### src/rtl/regfile_wb_arbiter.sv
`default_nettype none
// ============================================================================
//  Module   : regfile_wb_arbiter
//  Purpose  : Round-robin arbiter that shares the single write port of a
//             4x8 register file between NREQ writeback requesters
//             (ALU, load unit, CSR path, ...). The winning request is
//             registered into a one-cycle write stage. Cycles with two or
//             more requesters valid are counted in a saturating counter.
//  Ports    : clk, rst_n (async, active low)
//             req_valid/req_ready       per-requester valid/ready handshake
//             req_addr/req_data         packed per-requester address/data
//             rf_we/rf_wr_addr/rf_wr_data  registered write port
//             rd_addr1/2, rf_rd_data1/2 register file read mirror (in)
//             rd_data1/2                read data seen by consumers
//             conflict_cnt              saturating contention-cycle count
//  Config   : define WB_BYPASS_EN to forward the staged write onto the
//             read data outputs; undefined gives a pure pass-through.
//  Revision : 1.0  initial release
// ============================================================================
module regfile_wb_arbiter #(
  parameter int NREQ = 2,
  parameter int AW   = 2,
  parameter int DW   = 8,
  parameter int CNTW = 8
) (
  input  logic               clk,
  input  logic               rst_n,
  input  logic [NREQ-1:0]    req_valid,
  output logic [NREQ-1:0]    req_ready,
  input  logic [NREQ*AW-1:0] req_addr,
  input  logic [NREQ*DW-1:0] req_data,
  output logic               rf_we,
  output logic [AW-1:0]      rf_wr_addr,
  output logic [DW-1:0]      rf_wr_data,
  input  logic [AW-1:0]      rd_addr1,
  input  logic [AW-1:0]      rd_addr2,
  input  logic [DW-1:0]      rf_rd_data1,
  input  logic [DW-1:0]      rf_rd_data2,
  output logic [DW-1:0]      rd_data1,
  output logic [DW-1:0]      rd_data2,
  output logic [CNTW-1:0]    conflict_cnt
);

  localparam int PW = (NREQ > 1) ? $clog2(NREQ) : 1;

  logic [PW-1:0]   rr_ptr_q, rr_ptr_d;
  logic            rf_we_q;
  logic [AW-1:0]   rf_wr_addr_q;
  logic [DW-1:0]   rf_wr_data_q;
  logic [CNTW-1:0] conflict_q, conflict_d;

  logic [NREQ-1:0] w_grant;
  logic            w_found;
  logic [PW-1:0]   w_gidx;
  logic            w_conflict;

  // Rotating priority search: start at rr_ptr and wrap modulo NREQ.
  always_comb begin
    int idx;
    w_grant = '0;
    w_found = 1'b0;
    w_gidx  = '0;
    idx     = 0;
    for (int k = 0; k < NREQ; k++) begin
      idx = int'(rr_ptr_q) + k;
      if (idx >= NREQ) idx = idx - NREQ;
      if (!w_found && req_valid[idx[PW-1:0]]) begin
        w_found                 = 1'b1;
        w_gidx                  = idx[PW-1:0];
        w_grant[idx[PW-1:0]]    = 1'b1;
      end
    end
  end

  // Ready is held low while reset is asserted even with valid requests.
  assign req_ready = w_grant & {NREQ{rst_n}};

  always_comb begin
    int nvalid;
    nvalid = 0;
    for (int i = 0; i < NREQ; i++) begin
      nvalid = nvalid + int'(req_valid[i]);
    end
    w_conflict = (nvalid >= 2);
  end

  always_comb begin
    rr_ptr_d = rr_ptr_q;
    if (w_found) begin
      rr_ptr_d = (int'(w_gidx) == NREQ - 1) ? '0 : w_gidx + 1'b1;
    end
  end

  // Saturate rather than wrap.
  always_comb begin
    conflict_d = conflict_q;
    if (w_conflict && (conflict_q != {CNTW{1'b1}})) begin
      conflict_d = conflict_q + 1'b1;
    end
  end

  always_ff @(posedge clk or negedge rst_n) begin
    if (!rst_n) begin
      rr_ptr_q     <= '0;
      rf_we_q      <= 1'b0;
      rf_wr_addr_q <= '0;
      rf_wr_data_q <= '0;
      conflict_q   <= '0;
    end else begin
      rr_ptr_q   <= rr_ptr_d;
      conflict_q <= conflict_d;
      rf_we_q    <= w_found;
      // Address/data only move on a transfer; they hold otherwise.
      if (w_found) begin
        rf_wr_addr_q <= req_addr[w_gidx*AW +: AW];
        rf_wr_data_q <= req_data[w_gidx*DW +: DW];
      end
    end
  end

  assign rf_we        = rf_we_q;
  assign rf_wr_addr   = rf_wr_addr_q;
  assign rf_wr_data   = rf_wr_data_q;
  assign conflict_cnt = conflict_q;

`ifdef WB_BYPASS_EN
  // Forward the staged write so readers never see the stale value.
  assign rd_data1 = (rf_we_q && (rf_wr_addr_q == rd_addr1)) ? rf_wr_data_q : rf_rd_data1;
  assign rd_data2 = (rf_we_q && (rf_wr_addr_q == rd_addr2)) ? rf_wr_data_q : rf_rd_data2;
`else
  assign rd_data1 = rf_rd_data1;
  assign rd_data2 = rf_rd_data2;
  // Read addresses only matter for forwarding.
  logic unused_rd_addr;
  assign unused_rd_addr = ^{rd_addr1, rd_addr2};
`endif

endmodule
`default_nettype wire

### config.mk
export PLATFORM = sky130hd
export DESIGN_NAME = regfile_wb_arbiter
export DESIGN_NICKNAME = d
export VERILOG_FILES = /design/src/rtl/regfile_wb_arbiter.sv
export SDC_FILE = /design/constraint.sdc
export NUM_CORES = 1
export LEC_CHECK = 0
export ABC_AREA = 0
export ABC_CLOCK_PERIOD_IN_PS = 1660
export CAP_MARGIN = 20
export CELL_PAD_IN_SITES_DETAIL_PLACEMENT = 1
export CELL_PAD_IN_SITES_GLOBAL_PLACEMENT = 2
export CORE_ASPECT_RATIO = 1.25
export CORE_MARGIN = 1.5
export CORE_UTILIZATION = 19
export DETAILED_ROUTE_END_ITERATION = 10
export GPL_TIMING_DRIVEN = 0
export PLACE_DENSITY_LB_ADDON = 0.3
export SLEW_MARGIN = 20
export SYNTH_ARGS = -nofsm -noshare
export SYNTH_HDL_FRONTEND = slang
export SYNTH_SLANG_ARGS = --single-unit
### constraint.sdc
create_clock -name clk -period 1.66 [get_ports clk]
set_clock_uncertainty 0.15 [all_clocks]
set_input_delay 0.498 -clock clk [delete_from_list [all_inputs] [get_ports clk]]
set_output_delay 0.498 -clock clk [all_outputs]
set_load 0.1 [all_outputs]
======== After elaboration in Yosys (flattened, before gate mapping) ========
Cells that the tools add are included.
Widths: inputs -> output; s select.
operators by class
  reductions and logical operators ........ 5
  equality and inequality tests ........... 1
  shift-type cells ........................ 2
  order comparisons ....................... 7
  add/subtract/negate cells ............... 6
  multiplexer cells ....................... 17
  bitwise logic cells ..................... 2
operators by type and width
  cell                 count
  $shiftx 16x5->8      1
  $mux 1               13
  $add 8x1->8 const B  1
  $ne 8x8->1 const B   1
  $ge 2x2->1 const B   2
  $logic_and 1x1->1    4
  $lt 1x2->1 const B   2
  $mux 2               2
  $shiftx 4x3->2       1
  $add 1x1->2          1
  $add 1x1->2 const B  1
  $and 2x2->2          1
  $demux 1 s1          2
  $ge 1x1->1 const B   2
  $ge 1x2->1 const B   1
  $or 2x2->2           1
  $sub 1x1->1 const B  2
  $add 1x1->1 const B  1
  $logic_not 1->1      1
word-level totals
  output and inout bits ................... 37
  logic and storage cells ................. 45
  register bits after elaboration ......... 20

======== Logic depth before layout (Yosys ltp) ========
  depth after elaboration ................. 10
  depth in mapped cells ................... 5
  gate-level depth less buffers ........... 4

======== Worst setup path before layout ========
Ideal clock, no wire load.
  kind .................................... input port to output port
  from .................................... input req_valid[0]
  to ...................................... output req_ready[0]
  path buffers ............................ 2
  data arrival time ....................... 2.201 ns
  stages on the path ...................... 4
  required time ........................... 1.012 ns
  slack ................................... -1.189 ns
  path through ............................ buf_6 > a21bo_1 > buf_6 > nor2_1
on the way
  longest elaborated chain between the ends .. 7
  elaborated cells between the ends (all ways) .. 11
ends and longest elaborated chain
  what                                       line  source
  from (decl)                                28    input logic [NREQ-1:0] req_valid,
  $mux 1 (implied by the code) (2 in a row)  67    if (!w_found && req_valid[idx[PW-1:0]]) begin
  $mux 1                                     67
  $logic_not 1->1                            67
  $logic_and 1x1->1                          67
  $mux 2 *                                   67
  $and 2x2->2 *                              76    assign req_ready = w_grant & {NREQ{rst_n}};
  to (decl)                                  29    output logic [NREQ-1:0] req_ready,
Every way passes the cells marked *; elsewhere a longest branch is shown, timed or not. The select of a mux whose other input is x is not followed.

======== Worst setup path after layout ========
  from .................................... register rr_ptr_q
  to ...................................... output req_ready[0]
on the way
  longest elaborated chain between the ends .. 10
  elaborated cells between the ends (all ways) .. 28
ends and longest elaborated chain
  what                                                               line    source
  from (decl)                                                        46      logic [PW-1:0] rr_ptr_q, rr_ptr_d;
  from (signal assigned)                                             110     rr_ptr_q <= rr_ptr_d;
  $add 1x1->2 (tied with other cells)                                65      idx = int'(rr_ptr_q) + k;
  $ge 2x2->1 (tied with other cells)                                 66      if (idx >= NREQ) idx = idx - NREQ;
  $mux 1 (tied with other cells)                                     66
  $lt 1x2->1 (implied by the code) (tied with other cells)           70      w_grant[idx[PW-1:0]] = 1'b1;
  $logic_and 1x1->1 (implied by the code) or $mux 1 (tied branches)  70
  $mux 1 (implied by the code) or $demux 1 s1 (tied branches)        70
  $demux 1 s1 or $mux 2 (tied branches)                              70, 67
  $or 2x2->2 (no source line)                                        --
  $mux 2 *                                                           67
  $and 2x2->2 *                                                      76
Marked as above.

==> flow_summary.yaml <==
run_status:
  violations: "negative setup slack"
  outcome: "finished with violations"
sta:
  finalCritPeriodShare_pct: 113.8
  holdWs_ns: 0.1154
  min_period_ns: 1.890
  max_freq_mhz: 529.1
  tightestPinTransition_ns: 0.4941
  setup_viol: 2
  rsz0062_at_grt: "yes"
  hold_viol: 0
  finalMaxSlewViolations: 0
  max_slew_margin_pct: 67.29
  finalWorstSetupSlack_ns: -0.2299
finish:
  final_cell_mix: "buf_4 (36), clkdlybuf4s50_1 (20), buf_2 (18)"
  areaGrowthSynthToFinish_pct: 74.28
  final_cells: 240
  final_common_cell: "buf_4"
  nets: 220
  n_antenna_cell: 0
  final_area_mm2: 0.001976
  drive_gt1_share_pct: 56.32
synthesis:
  ys_ff_latch: 20
  synthMuxAreaShare_pct: 7.285
  yosysWarnings: 0
  synth-compound-area-share_pct: 19.21
  yosysSeqAreaShare_pct: 44.15
  yosys.area_share.simple_pct: 10.04
  netlist_instances: 102
  syn-mean-instance-area_um2: 11.11
  synth_area_mm2: 0.001134
  synth_xor_area_share_pct: 2.318
  synth_fa_ha_area_share_pct: 1.104
  ys_types: 30
  synth_top_family_by_area: "compound AO/OA/AOI/OAI gates"
  syn-num-nets: 147
floorplanning:
  fp.dieH_um: 89.36
  die-area_mm2: 0.006442
  pin_count: 81
  std_cell_rows: 31
  die_w_um: 72.09
  initial_core_util_pct: 19.61
  core_area_mm2: 0.005779
clocking:
  clockBufferDepth: 2
  clock-root-buffer: "clkbuf_8"
  htreeDepth: 1
  clock_latency_ns: 0.26
  cts_tree: "built"
  numCtsBuffers: 3
  cts.clk_slew.worst_paths_ns: 0.09
  cts_sinks: 20
global_routing:
  gr-total-overflow: 0
  gr-usage-all-layers_pct: 10.84
  grt_pass1_wl_mm: 5.526
  grt_max_degree: 21
  antenna_found_initial: 0
  grt_pass1_vias: 1146
setup_path:
  worstPathRequired_ns: 1.01
  r2r_start: "conflict_cnt[4]$_DFFE_PN0P_"
  cp_max_fo: 3
  cp-start-kind: "register"
  arrival_ns: 1.24
  startpoint: "rr_ptr_q$_DFFE_PN0P_"
  cp-end-kind: "primary output"
  max_stage_delay_ns: 0.45
  crit_slowest_cell: "dfrtp_2"
  path_buf_inv: 1
  ff2ff_path_depth: 3
  cp.depth: 3
  crit_chain: "a21bo_4 > nor2_4 > buf_12"
  cp_top_family: "flip-flops"
  worstSetupPathType: "register to primary output"
routing:
  ant_nets: 0
  via_per_inst: 4.242
  top_layer: "met4"
  m1WireLength_mm: 1.381
  vias: 1018
  drc_errors: 0
  wl_met2_mm: 1.799
  routed_wl_mm: 3.379
  wl_per_cell_um: 14.08
  drtIter0Drc: 10
  dr_wl_met3_um: 184
  drt_first_pass_iters: 4
place:
  dp_hpwl_mm: 2.509
  placed_area_mm2: 0.001881
  port_buffers: 59
  place_congestion: 0.7161
  place_inst: 227
pwr:
  peakVddDrop_mv: 0.8466
  p_leak_nw: 0.8463
  p_per_area_mw_per_mm2: 1508
min_path:
  hp-class: "input port to async pin"
job:
  drv_cap: 0
[timing repair]
item / in CTS / in global routing
setup buffers: 4 / 5
hold buffers: 1 / 0
hold endpoints to repair: 20 / 0
pin swaps: 2 / 4
endpoints found under the setup margin: 53 / 8
gates resized for setup: 232 / 10
[power breakdown]
group	leakage [nW]	switching, mW	internal, mW	total [mW]
Combinational	0.587	1.14	0.553	1.69
Sequential	0.224	0.152	0.634	0.786
Clock	0.0357	0.181	0.322	0.503
Total	0.846	1.47	1.51	2.98
[final timing paths]
check,endpoint,slack [ns]
max,req_ready[0],-0.23
min,rf_wr_data[7]$_DFFE_PN0P_,0.12
max reg2reg,conflict_cnt[1]$_DFFE_PN0P_,0.09
min reg2reg,conflict_cnt[5]$_DFFE_PN0P_,0.41
max in group asynchronous,conflict_cnt[4]$_DFFE_PN0P_,0.87
min in group clk,rr_ptr_q$_DFFE_PN0P_,0.38
[logic make-up after synthesis]
family | count (synthesis)
AO/OA/AOI/OAI | 27
buffers and inverters | 25
flip-flops | 20
AND/OR/NAND/NOR | 19
multiplexers | 7
XOR/XNOR | 3
adder cells (fa/ha/maj) | 1
[area by class of cell]
type,instances,area (um2)
Tap cell,66,82.58
Buffer,19,153.9
Sequential cell,20,531.8
Clock buffer,3,41.29
Inverter,5,18.77
Timing Repair Buffer,69,606.8
Fill cell,655,3804
Multi-Input combinational cell,57,510.5
Clock inverter,1,30.03
[through the flow]
| stage | utilization (%) | setup TNS (ns) | setup slack (ns) | total power, mW |
|---|---|---|---|---|
| 6_report | 34.18 | -0.3543 | -0.2299 | 2.979 |
| 3_3_place_gp | 32.54 | -35.07 | -2.228 | 2.317 |
| 2_1_floorplan | - | -0.6791 | -0.4002 | 1.949 |
| 4_1_cts | 33.32 | -3.308 | -0.3111 | 2.882 |
| 5_1_grt | 34.18 | -0.4336 | -0.2686 | 3.108 |
| 3_5_place_dp | 32.54 | -36.19 | -2.282 | 2.344 |
[routing by layer]
| layer | up-vias | global-route usage (%) |
|---|---|---|
| met3 | 2 | 2.142 |
| met2 | 39 | 20.88 |
| li1 | 487 | - |
| met1 | 490 | 12.00 |
| met5 | - | 0 |
| met4 | 0 | 3.087 |
[state kept, by name, indices dropped and copies added, names as in the netlist]
signal	cells
conflict_cnt	8
rf_we	1
rr_ptr_q	1
rf_wr_addr	2
rf_wr_data	8
[cell usage after synthesis, drive strengths merged]
master	n	area, um2
buf	20	161.4
dfrtp	20	500.5
o21a	8	60.06
o22a	8	70.07
mux2	7	82.57
inv	5	18.77
nand2	4	17.52
nor2	4	15.01
xnor2	3	26.28
a31oi	2	12.51
and3	2	12.51
and4	2	17.52
nand3	2	15.01
o211ai	2	15.01
o21ai	2	13.76
o22ai	2	12.51
a21bo	1	10.01
a21oi	1	5.000
ha	1	12.51
nand2b	1	6.260
nand4	1	6.260
nor3	1	5.000
nor3b	1	12.51
o21bai	1	18.77
or2	1	6.260
Note: power is estimated with default switching activity, not from simulation.
